**config.mk**
```make
export PLATFORM = sky130hd
export DESIGN_NAME = serial_adder_ctrl
export DESIGN_NICKNAME = d
export VERILOG_FILES = /design/src/rtl/serial_adder_ctrl.sv
export SDC_FILE = /design/constraint.sdc
export NUM_CORES = 1
export LEC_CHECK = 0
export ABC_CLOCK_PERIOD_IN_PS = 1400
export CAP_MARGIN = 40
export CORE_AREA = 4 4 70 72
export CTS_CLUSTER_SIZE = 30
export DETAILED_ROUTE_END_ITERATION = 10
export DIE_AREA = 0 0 74 76
export PLACE_DENSITY = 0.68
export RECOVER_POWER = 50
export SETUP_SLACK_MARGIN = 0.2
export SLEW_MARGIN = 25
export SYNTH_ARGS = -nofsm -noshare
export SYNTH_HDL_FRONTEND = slang
export SYNTH_SLANG_ARGS = --single-unit
```
**constraint.sdc**
```tcl
create_clock -name clk -period 1.4 [get_ports clk]
set_input_delay 0.28 -clock clk [delete_from_list [all_inputs] [get_ports clk]]
set_output_delay 0.28 -clock clk [all_outputs]
set_load 0.005 [all_outputs]
```
**src/rtl/serial_adder_ctrl.sv**
```systemverilog
// Bit-serial adder: one full adder built from two half adders, stepped LSB-first over WIDTH bits.
// Optional subtract mode when SERIAL_ADDER_SUB_EN is defined (adds the sub input).
module serial_adder_ctrl #(
  parameter int WIDTH = 8
) (
  input  logic             clk,
  input  logic             rst_n,
  input  logic             start,
  input  logic [WIDTH-1:0] A,
  input  logic [WIDTH-1:0] B,
`ifdef SERIAL_ADDER_SUB_EN
  input  logic             sub,
`endif
  output logic             busy,
  output logic             done,
  output logic [WIDTH-1:0] S,
  output logic             C
);

  localparam int CW = (WIDTH > 1) ? $clog2(WIDTH) : 1;
  localparam logic [CW-1:0] LAST = CW'(WIDTH - 1);

  typedef enum logic [1:0] {ST_IDLE, ST_RUN, ST_DONE} state_t;

  state_t           state;
  logic [WIDTH-1:0] a_sr, b_sr, r_sr;
  logic [CW-1:0]    cnt;
  logic             cy;

  logic             hs1, hc1, sum, hc2, cy_nxt;
  logic [WIDTH:0]   r_nxt;
  logic [WIDTH-1:0] b_ld;
  logic             cy_ld;

  always_comb begin
    hs1    = a_sr[0] ^ b_sr[0];
    hc1    = a_sr[0] & b_sr[0];
    sum    = hs1 ^ cy;
    hc2    = hs1 & cy;
    cy_nxt = hc1 | hc2;
    // Sum bit enters at the MSB; after WIDTH shifts the LSB has reached bit 0.
    r_nxt  = {sum, r_sr};
  end

`ifdef SERIAL_ADDER_SUB_EN
  // A - B computed as A + ~B + 1.
  assign b_ld  = sub ? ~B : B;
  assign cy_ld = sub;
`else
  assign b_ld  = B;
  assign cy_ld = 1'b0;
`endif

  always_ff @(posedge clk or negedge rst_n) begin
    if (!rst_n) begin
      state <= ST_IDLE;
      a_sr  <= '0;
      b_sr  <= '0;
      r_sr  <= '0;
      cnt   <= '0;
      cy    <= 1'b0;
      busy  <= 1'b0;
      done  <= 1'b0;
      S     <= '0;
      C     <= 1'b0;
    end else begin
      case (state)
        ST_IDLE: begin
          done <= 1'b0;
          if (start) begin
            a_sr  <= A;
            b_sr  <= b_ld;
            cy    <= cy_ld;
            cnt   <= '0;
            busy  <= 1'b1;
            state <= ST_RUN;
          end
        end
        ST_RUN: begin
          r_sr <= r_nxt[WIDTH:1];
          a_sr <= a_sr >> 1;
          b_sr <= b_sr >> 1;
          cy   <= cy_nxt;
          cnt  <= cnt + CW'(1);
          // S/C are only written here, so the previous result stays visible during RUN.
          if (cnt == LAST) begin
            S     <= r_nxt[WIDTH:1];
            C     <= cy_nxt;
            busy  <= 1'b0;
            done  <= 1'b1;
            state <= ST_DONE;
          end
        end
        ST_DONE: begin
          done  <= 1'b0;
          state <= ST_IDLE;
        end
        default: state <= ST_IDLE;
      endcase
    end
  end

endmodule
```
==> metrics <==
GP Congestion 0.848; flops & latches, synth 40; Initial Util 0.420; syn_nets 183; Startpoint Class flip-flop; Synth Area in Compound Gates 0.127; crit path DAT 1.50 ns; Final nets 239; TritonCTS Buffers 5; most common cell after layout, fill and taps aside dfrtp_1; area growth from synthesis to layout 40.7%; initial antenna violation count 0; most frequent cells in the layout 38 x dfrtp_1, 24 x buf_4, 23 x nand2_1; sequential fraction of the synthesis area 0.555; Worst path slowest cell dfrtp_1; core area 4290 µm²; per-cell routed wire length 15.5 µm; Slew Viols, Final 0; Lkg Pwr 0.00115 µW; H-Tree Depth 2; Synth Area per Inst 11.2 µm²; Max Cap Violations 0; status completed; Buffers on Ports 29; Synth Area in Simple Gates 0.161; Via Count 1468; Post-DP Area 2150 µm²; Max Fclk 0.760 GHz; vias in the first global route 1474; Total Neg Setup Slack 0 ns; Min-Delay Path Class input pin to asynchronous set/reset pin; largest family of logic cells by synthesized area simple AND/OR/NAND/NOR gates; initial drt markers 92; Slew HR 0.354; DP Worst Slack -0.152 ns; clk_lat worst skew 0.29 ns; post-synthesis instance total 161; Synth Area in Adders 0.0250; min cycle time layout 1.32 ns; CTS tree built; Hold-fix buffers, CTS 0; Final Hold Viols 0; Die Wd 74 µm; largest net degree at the start of global routing 41; peak supply drop 0.962 mV; Crit path required time 1.58 ns; Final Instance Area 2540 µm²; Critical Path, Cell by Cell ha_4, ha_4, nand2_8, mux2_4; Tot GR Track Use 0.164; TritonRoute pass-1 iters 4; fin crit share 0.940; FP Rows 24; IO Pins 30; post-DP HPWL 2480 µm; XOR/XNOR Fraction of Synth Area 0; Clk pin slew, worst setup/hold paths 0.08 ns; die area 5620 µm²; Vias per Instance 5.44; die height 76 µm; Crit Path Class flip-flop to flip-flop; Syn. warnings 0; Root Buffer clkbuf_8; maximum root-to-sink buffer count 2; Yosys cell types 26; Pwr Density 2180 nW/µm²; unrepaired setup endpoints after global routing yes; # diodes 0; Worst Slack Setup Final 0.0841 ns; final WL 4180 µm; Util after Layout 0.591; Final ANT Viol Nets 0; CP max stage delay 0.42 ns; mux contribution to synthesized area 0.0804; Final Total Pwr 5550 µW; # DRC 0; CP most frequent cell ha_4; layout cells sized above 1 0.312; skew final 0.00602 ns; worst slew pin tran 0.970 ns; first-pass GRT wire length 7200 µm; Worst setup EP type flip-flop; crit path max fanout 5; # setup viols final 0; gr ovfl total 0; Netlist Area Pre-Place 1800 µm²; Clock Sinks 40
## sequential cells by signal, indices dropped and copies added, names as in the netlist
register	count
S	8
r_sr	7
b_sr	8
a_sr	8
cy	1
state	2
cnt	3
C	1
busy	1
done	1
## worst max-delay path, delay by kind of cell, from the launching register on
family | cells | cell delay, ns
adder cells (fa/ha/maj) | 2 | 0.38
flip-flops | 1 | 0.42
multiplexers | 1 | 0.30
AND/OR/NAND/NOR | 1 | 0.10
## area by class of cell
class	instances	area, µm²
fill	351	1760
sequential	40	1000
multi-input combinational	111	858
timing repair buffer	56	474
clock buffer	7	96.3
tap	52	65.1
clock inverter	1	30.0
inverter	3	11.3
## through the flow
step           std cells  hold WS, ns
6_report             270        0.213
5_1_grt              270        0.300
4_1_cts              265       0.0530
3_5_place_dp         238        0.370
3_3_place_gp         238        0.356
2_1_floorplan        161      -0.0156
## power breakdown
part | leakage (µW) | internal [µW] | switching, µW
clock network | 0.0000645 | 629 | 405
registers | 0.000484 | 1700 | 436
logic | 0.000600 | 1340 | 1030
## final timing paths
| path | from | end | slack, ns | cells past startpoint |
|---|---|---|---|---|
| worst max-delay path | cnt[0] | S[0] | 0.08 | 4 |
| worst min-delay path | rst_n | S[1] | 0.21 | 2 |
| worst max register to register | cnt[0] | S[0] | 0.08 | 4 |
| worst min register to register | r_sr[1] | r_sr[1] | 0.49 | 2 |
| max in group asynchronous | rst_n | state[0] | 0.53 | 2 |
| min in group clk | r_sr[1] | r_sr[1] | 0.49 | 2 |
## cells by family after synthesis
logic type               after synthesis
multiplexers                          10
adder cells (fa/ha/maj)                3
AO/OA/AOI/OAI                         34
AND/OR/NAND/NOR                       60
flip-flops                            40
buffers and inverters                 14
## synthesized netlist by cell type, drive strengths merged
cell    instances  share of area
dfrtp          40           0.55
nand2          25          0.058
nor3           18          0.050
o22ai          14          0.049
buf            11          0.046
nor2           11          0.023
mux2            9          0.075
o21ai           8          0.022
o32ai           8          0.039
a22o            3          0.015
inv             3         0.0062
nor2b           3          0.015
ha              2          0.014
nand2b          2          0.012
a21oi           1         0.0028
fa              1          0.011
mux2i           1         0.0055
or2             1         0.0035
## routing by layer
layer  up-vias  part of all wire  GRT usage
met5         -                 0          0
met4         0             0.022     0.0652
met3        11             0.050     0.0409
met2        41              0.49      0.247
met1       724              0.44      0.223
li1        692                 -          -
## timing repair
| action | in CTS | in global routing |
|---|---|---|
| gates resized for setup | 30 | 19 |
| gates cloned | 3 | 1 |
| pin swaps | 2 | 4 |
| setup endpoints to repair | 47 | 44 |
| buffers inserted | 16 | 4 |
No activity file was read; power rests on OpenSTA's default activity.
